### config.mk
export PLATFORM = sky130hd
export DESIGN_NAME = adder64_result_accum_flat
export DESIGN_NICKNAME = d
export VERILOG_FILES = /design/src/rtl/adder64_result_accum_if.sv /design/src/rtl/adder64_result_accum.sv /design/src/flat_wrapper.sv
export SDC_FILE = /design/constraint.sdc
export NUM_CORES = 1
export LEC_CHECK = 0
export ABC_AREA = 1
export CAP_MARGIN = 5
export CORE_MARGIN = 4
export CORE_UTILIZATION = 50
export CTS_BUF_LIST = sky130_fd_sc_hd__clkbuf_8
export CTS_CLUSTER_SIZE = 40
export DETAILED_ROUTE_END_ITERATION = 10
export PLACE_DENSITY = 0.8
export SLEW_MARGIN = 20
export SYNTH_ARGS = -nofsm -noshare
export SYNTH_HDL_FRONTEND = slang
export SYNTH_SLANG_ARGS = --single-unit
### constraint.sdc
create_clock -name clk -period 6 [get_ports clk]
set_clock_uncertainty 0.1 [all_clocks]
set_input_delay 0.6 -clock clk [delete_from_list [all_inputs] [get_ports clk]]
set_output_delay 0.6 -clock clk [all_outputs]
set_load 0.005 [all_outputs]
### src/rtl/adder64_result_accum_if.sv
// Handshake/result bundle between the adder datapath, the result accumulator
// and whatever consumes the accumulated total.
//   master : drives start/num_terms and the adder result (sum, c_out, in_valid),
//            observes in_ready and the accumulator outputs.
//   slave  : the accumulator side.
// Signals:
//   start      begin a new accumulation (honoured only when the accumulator is idle)
//   num_terms  number of terms to accumulate, latched with an accepted start
//   in_valid   sum/c_out carry a valid adder result
//   in_ready   accumulator takes a term this cycle
//   sum/c_out  adder result; c_out is bit WIDTH of the term
//   acc_out    accumulated total (WIDTH+ACC_EXT bits)
//   acc_valid  one-cycle pulse marking acc_out as final
//   overflow   sticky: total did not fit in WIDTH+ACC_EXT bits
//   busy       accumulation in progress or just completing
interface adder64_result_accum_if #(
    parameter int WIDTH   = 64,
    parameter int ACC_EXT = 8,
    parameter int CNT_W   = 16
);
    logic                       start;
    logic [CNT_W-1:0]           num_terms;
    logic                       in_valid;
    logic                       in_ready;
    logic [WIDTH-1:0]           sum;
    logic                       c_out;
    logic [WIDTH+ACC_EXT-1:0]   acc_out;
    logic                       acc_valid;
    logic                       overflow;
    logic                       busy;

    modport master (
        output start, num_terms, in_valid, sum, c_out,
        input  in_ready, acc_out, acc_valid, overflow, busy
    );

    modport slave (
        input  start, num_terms, in_valid, sum, c_out,
        output in_ready, acc_out, acc_valid, overflow, busy
    );
endinterface

### src/rtl/adder64_result_accum.sv
// Accumulates a programmed number of {c_out,sum} adder results into a
// guard-extended register and reports the total with a one-cycle acc_valid
// pulse plus a sticky overflow flag.
// Ports:
//   clk    rising-edge clock
//   reset  synchronous, active-high; returns to IDLE and clears all state
//   bus    adder64_result_accum_if.slave (start/num_terms, in_valid/in_ready,
//          sum/c_out, acc_out/acc_valid/overflow/busy)
module adder64_result_accum #(
    parameter int WIDTH   = 64,
    parameter int ACC_EXT = 8,
    parameter int CNT_W   = 16
) (
    input  logic                   clk,
    input  logic                   reset,
    adder64_result_accum_if.slave  bus
);
    localparam int ACC_W = WIDTH + ACC_EXT;

    typedef enum logic [1:0] {
        IDLE  = 2'd0,
        ACCUM = 2'd1,
        DONE  = 2'd2
    } state_t;

    state_t             state;
    state_t             state_nx;
    logic [ACC_W-1:0]   acc_q;
    logic               ovf_q;
    logic [CNT_W-1:0]   cnt_q;

    logic               start_acc;
    logic               accept;
    logic               last_term;
    logic [ACC_W:0]     acc_sum;

    assign start_acc = (state == IDLE) && bus.start;
    assign accept    = (state == ACCUM) && bus.in_valid;
    assign last_term = (cnt_q == CNT_W'(1));

    // One extra bit on top of the accumulator captures the carry that drives
    // the sticky overflow flag; the stored total wraps modulo 2^ACC_W.
    assign acc_sum = {1'b0, acc_q} + {{ACC_EXT{1'b0}}, bus.c_out, bus.sum};

    always_ff @(posedge clk) begin
        if (reset) begin
            state <= IDLE;
        end else begin
            state <= state_nx;
        end
    end

    always_comb begin
        state_nx = state;
        case (state)
            IDLE: begin
                if (bus.start) begin
                    // A zero-length run skips straight to reporting a zero total.
                    state_nx = (bus.num_terms != '0) ? ACCUM : DONE;
                end
            end
            ACCUM: begin
                if (accept && last_term) begin
                    state_nx = DONE;
                end
            end
            DONE:    state_nx = IDLE;
            default: state_nx = IDLE;
        endcase
    end

    always_ff @(posedge clk) begin
        if (reset) begin
            acc_q <= '0;
            ovf_q <= 1'b0;
            cnt_q <= '0;
        end else if (start_acc) begin
            acc_q <= '0;
            ovf_q <= 1'b0;
            cnt_q <= bus.num_terms;
        end else if (accept) begin
            acc_q <= acc_sum[ACC_W-1:0];
            ovf_q <= ovf_q | acc_sum[ACC_W];
            cnt_q <= cnt_q - CNT_W'(1);
        end
    end

    assign bus.in_ready  = (state == ACCUM);
    assign bus.acc_valid = (state == DONE);
    assign bus.busy      = (state != IDLE);
    assign bus.acc_out   = acc_q;
    assign bus.overflow  = ovf_q;
endmodule
### src/flat_wrapper.sv
// flat-port wrapper written by rule: the top's interface ports become plain ports
module adder64_result_accum_flat 
#(
    parameter int WIDTH   = 64,
    parameter int ACC_EXT = 8,
    parameter int CNT_W   = 16
)
  (clk, reset, bus_start, bus_num_terms, bus_in_valid, bus_sum, bus_c_out, bus_in_ready, bus_acc_out, bus_acc_valid, bus_overflow, bus_busy);
  adder64_result_accum_if #(.WIDTH(WIDTH), .ACC_EXT(ACC_EXT), .CNT_W(CNT_W)) bus_i ();
  input  logic clk;
  input  logic reset;
  input wire logic [$bits(bus_i.start)-1:0] bus_start;
  input wire logic [$bits(bus_i.num_terms)-1:0] bus_num_terms;
  input wire logic [$bits(bus_i.in_valid)-1:0] bus_in_valid;
  input wire logic [$bits(bus_i.sum)-1:0] bus_sum;
  input wire logic [$bits(bus_i.c_out)-1:0] bus_c_out;
  output wire logic [$bits(bus_i.in_ready)-1:0] bus_in_ready;
  output wire logic [$bits(bus_i.acc_out)-1:0] bus_acc_out;
  output wire logic [$bits(bus_i.acc_valid)-1:0] bus_acc_valid;
  output wire logic [$bits(bus_i.overflow)-1:0] bus_overflow;
  output wire logic [$bits(bus_i.busy)-1:0] bus_busy;
  assign bus_i.start = bus_start;
  assign bus_i.num_terms = bus_num_terms;
  assign bus_i.in_valid = bus_in_valid;
  assign bus_i.sum = bus_sum;
  assign bus_i.c_out = bus_c_out;
  assign bus_in_ready = bus_i.in_ready;
  assign bus_acc_out = bus_i.acc_out;
  assign bus_acc_valid = bus_i.acc_valid;
  assign bus_overflow = bus_i.overflow;
  assign bus_busy = bus_i.busy;
  adder64_result_accum #(.WIDTH(WIDTH), .ACC_EXT(ACC_EXT), .CNT_W(CNT_W)) u_core (.clk(clk), .reset(reset), .bus(bus_i));
endmodule
== Yosys cells after proc, flatten, opt, wreduce, memory -nomap -nowiden ==
Index checks and enable logic that the tools add are counted.
Word-level totals
  bits in registers: 91
  input port bits: 85
  output and inout bits: 76
  logic and storage cells: 27
Cells by class
  $add $sub $neg: 2
  equality and inequality tests: 5
  muxes and demuxes: 6
  bitwise operators: 1
  reductions and logical operators: 9
Operators by type and width (count)
  adder 72 x 65 -> 73 bit: 1
  2-to-1 mux 16 bit: 2
  equality test 16 x 1 -> 1 bit, second input constant: 1
  nonzero test 16 bit: 1
  subtractor 16 x 1 -> 16 bit, second input constant: 1
  2-to-1 mux 2 bit: 3
  case mux 2 bit (2 select lines): 1
  nonzero test 2 bit: 2
  logical AND 1 bit: 3
  equality test 2 x 1 -> 1 bit, second input constant: 1
  equality test 2 bit, second input constant: 1
  logical NOT 2 bit: 1
  != test 2 x 1 -> 1 bit, second input constant: 1
  != test 2 bit, second input constant: 1
  AND reduction 2 bit: 1
  OR reduction 2 bit: 1
  bitwise OR 1 bit: 1

== Logic depth before layout (Yosys ltp) ==
  word-level depth: 5
  gate-level depth with buffers: 17
  mapped depth without buffers: 17

== Worst setup path before layout ==
OpenSTA, ideal clock, no wires.
  path type: input to register
  start point: in bus_sum[0]
  end point: reg u_core.acc_q[60] (netlist: u_core.bus.acc_out[60])
  library setup time: 0.109 ns
  arrival time: 2.135 ns
  required time: 5.791 ns
  setup slack: 3.656 ns
  stages on the path: 16
  path buffers: 0
  path through: ha_1 fa_1 nand3_2 nand3_2 nand2_2 nand3_2 nand2_1 nand2_1 nand2_1 nand2_2 nand2_1 nand2_1 nand2_1 nand3_1 nand2_1 inv_1
Between the ends
  cells in the longest elaborated chain, start to end: 1
Ends and longest elaborated chain
  start: declaration: line flat_wrapper.sv:15  | input wire logic [$bits(bus_i.sum)-1:0] bus_sum;
  adder 72 x 65 -> 73 bit: line adder64_result_accum.sv:43  | assign acc_sum = {1'b0, acc_q} + {{ACC_EXT{1'b0}}, bus.c_out, bus.sum};
  end signal: assignment: line adder64_result_accum.sv:82  | acc_q <= acc_sum[ACC_W-1:0];
  end: declaration: line adder64_result_accum.sv:28  | logic [ACC_W-1:0] acc_q;
No other way between the ends.
A chain may end at the register's enable or synchronous reset.

== Final worst setup path ==
  start point: in bus_in_valid
  end point: reg u_core.acc_q[14] (netlist: u_core.bus.acc_out[14])
Between the ends
  cells in the longest elaborated chain, start to end: 1
Ends and longest elaborated chain
  start: declaration: line flat_wrapper.sv:14  | input wire logic [$bits(bus_i.in_valid)-1:0] bus_in_valid;
  logical AND 1 bit: line adder64_result_accum.sv:38  | assign accept = (state == ACCUM) && bus.in_valid;
No other way between the ends.

==> results.md <==
- DP Area: 0.0120 mm²
- Die W: 151 µm
- Slew Limit Fails: 0
- TritonCTS buffer count: 9
- Root Buffer: clkbuf_8
- Critical path depth: 8
- First-pass GRT wire length: 57300 µm
- FF-to-FF Start: u_core.state[1]
- Vias per std cell: 5.22
- Post-synth top cells: nand2_1 (638), inv_1 (386), nor2_1 (162)
- Row Count: 51
- Maxcap violations: 0
- Int Pwr: 0.00106 W
- Mapped Avg Cell Area: 5.51 µm²
- Design area: 0.0122 mm²
- H-tree depth: 3
- Post-Route WL: 37100 µm
- Max transition margin: 38.6%
- Cell depth of the worst flop-to-flop path: 10
- Flop pwr share: 37.7%
- Die area: 0.0227 mm²
- Largest net degree at the start of global routing: 67
- Initial antenna violation count: 0
- Seq/Total Area, Yosys: 17.9%
- CTS tree: yes
- Final RePlAce weighted congestion: 1.00
- Psw: 0.000713 W
- Area of the mapped netlist: 0.0102 mm²
- Number of synthesized flops with an enable pin: 0
- Io pins: 161
- CP endpoint kind: flip-flop
- Critical Path RT: 6.20 ns
- Worst-path maximum fanout: 66
- Die Ht: 151 µm
- CP Launch Point: bus_in_valid
- DP Wirelength: 30700 µm
- Routed wire per std cell: 16.4 µm
- Busiest grt layer: met2
- Setup WS pre-CTS: 2.32 ns
- Power Density: 145 mW/mm²
- DRT iter0 DRCs: 949
- Synthesized instance count: 1842
- Yosys warns: 0
- GRT overflow: 0
- CTS resizes: 0
- CP startpoint kind: input port
- Layout cells sized above 1: 5.27%
- CP top delay family: buffers and inverters
- FFs w/ async S/R, synth: 0%
- Grt met3 use: 7.71%
- CP Cell Sequence: clkdlybuf4s50_1 -> nand2_1 -> buf_4 -> clkinv_2 -> buf_4 -> o21ai_0 -> o21bai_1 -> inv_1
- Crit-path max cell delay: 0.85 ns
- Reg2Reg Setup Slack: 2.79 ns
- Leak: 6.85 nW
- Antenna viol nets, final: 0
- Sw frac: 40.3%
- Final nets: 2142
- Crit path buffers/inverters: 5
- Flops & latches, synth: 91
- Area leader, netlist: nand2_1
- Worst vdd rail ir drop: 96.5 µV
- Drt pass-1 iters: 5
- WP data arrival: 3.52 ns
- Setup bufs post-CTS: 0
- Period utilisation layout: 55.4%
- CP most frequent cell: buf_4
- Most common cell in the netlist: nand2_1
- Post-synth top area share: 23.6%
- Total core area: 0.0197 mm²
- Setup WS post-layout: 2.68 ns
- TNS Setup: 0 ns
- Critical path type: input port to flip-flop
- IO Port Bufs: 160
- Slew @ Worst Pin: 0.922 ns
- Post-route DRC violation count: 0
- CTS sink count: 91
- Met1 GRT Util: 44.8%
- Yosys cell types: 38
- Clock transition at path regs: 0.10 ns
- Vias in the first global route: 10900
- GRT Total Usage: 32.6%
- CTS max path bufs: 2
- Top FF cell, synth: dfxtp_1
- Crit path to: u_core.bus.acc_out[14]
- Fin crit period: 3.32 ns
- Post-layout util: 61.9%
- CP max-delay cell: clkinv_2
- Hold buffer count at CTS: 0
- Final setup fails: 0
- Largest cells by area after synthesis: nand2_1 (24%), dfxtp_1 (18%), inv_1 (14%), ha_1 (8.3%), nor2_1 (6.0%)
- Clock share of power: 24.1%
- Hold Vio Cnt, Final: 0
- RSZ-0062 raised after global routing: no
- Layout area overhead: 20.1%
- Status: completed
- Post-synth net total: 1995
- Ant. Diodes: 0
- M2 GR Usage: 50.8%
- Min-delay worst type: flip-flop to flip-flop
- Comb pwr share: 38.2%
- Critical R2R Capture: u_core.bus.acc_out[14]
- Vias: 11800
- Initial Util: 51.5%
- Clk_lat worst skew: 0.40 ns
- FMAX: 301 MHz
## worst register-to-register path, cell delays in order, from the launching register on
cell      delay (ns)
dfxtp_1         0.37
inv_1           0.06
nand2_1         0.05
inv_1           0.06
nand2_1         0.05
buf_4           0.41
clkinv_2        0.88
buf_4           0.65
o21ai_0         0.29
o21bai_1        0.14
inv_1           0.05
## layer usage
layer	vias up	routed length (µm)	part of all wire [%]
li1	5928	-	-
met1	5314	16800	45
met2	487	15900	43
met3	69	3270	8.8
met4	0	1190	3.2
met5	-	0	0
## cell families (layout without fill, tap and decap cells)
| family | Yosys count | in the layout | share of synthesized area (%) |
|---|---|---|---|
| simple gates | 1001 | 1001 | 41.5 |
| buf+inv | 423 | 575 | 15.8 |
| compound gates | 225 | 225 | 13.3 |
| flops | 91 | 91 | 17.9 |
| fa+ha+maj | 68 | 68 | 8.45 |
| xor+xnor | 34 | 34 | 2.93 |
## power groups by stage
stage,combinational [W],sequential [W],clock (W)
floorplan,0.000417,0.000675,0
global placement,0.000647,0.000679,0
detailed placement,0.000657,0.000681,0
CTS,0.000661,0.000667,0.000439
global route,0.000746,0.000672,0.000460
finish,0.000676,0.000668,0.000426
## placed cells by master (no fill, tap or decap), drive strengths merged, types with 12 or more instances in the layout
master / synthesis / routed
nand2: 674 / 674
nand3: 110 / 110
ha: 67 / 67
o21a: 23 / 23
nor2: 181 / 181
o211ai: 15 / 15
o21bai: 37 / 37
a31oi: 12 / 12
nor3: 15 / 15
o21ai: 51 / 51
clkdlybuf4s50: 0 / 160
a21oi: 82 / 82
xor2: 31 / 31
dfxtp: 91 / 91
inv: 394 / 395
## area by class of cell
class,instances,area (µm²)
flip-flops and latches,91,1820
repair buffers,165,1660
inverters,394,1480
clock buffers,10,138
multi-input cells,1328,6730
fillers,1989,7520
well taps,265,332
clock inverters,6,41.3
## sequential cells by signal, summed over array words and instances (netlist names)
name / count
u_core.cnt_q: 16
u_core.state: 2
u_core.bus.overflow: 1
u_core.bus.acc_out: 72
## through the flow
step / power, W / hold WS (ns) / cells
global route: 0.00188 / 0.389 / 2259
finish: 0.00177 / 0.366 / 2259
floorplan: 0.00109 / 0.322 / 1842
CTS: 0.00177 / 0.367 / 2258
detailed placement: 0.00134 / 0.351 / 2242
global placement: 0.00133 / 0.333 / 2242
## worst min path at each step
stage / start / end / slack, ns / cells past startpoint
finish: u_core.bus.overflow / u_core.bus.overflow / 0.37 / 2
CTS: u_core.state[1] / u_core.state[1] / 0.37 / 1
floorplan: u_core.state[1] / u_core.state[1] / 0.32 / 1
detailed placement: u_core.state[1] / u_core.state[1] / 0.35 / 1
global route: u_core.state[1] / u_core.state[1] / 0.39 / 1
global placement: u_core.state[1] / u_core.state[1] / 0.33 / 1
Power figures use the tool's default switching activity.
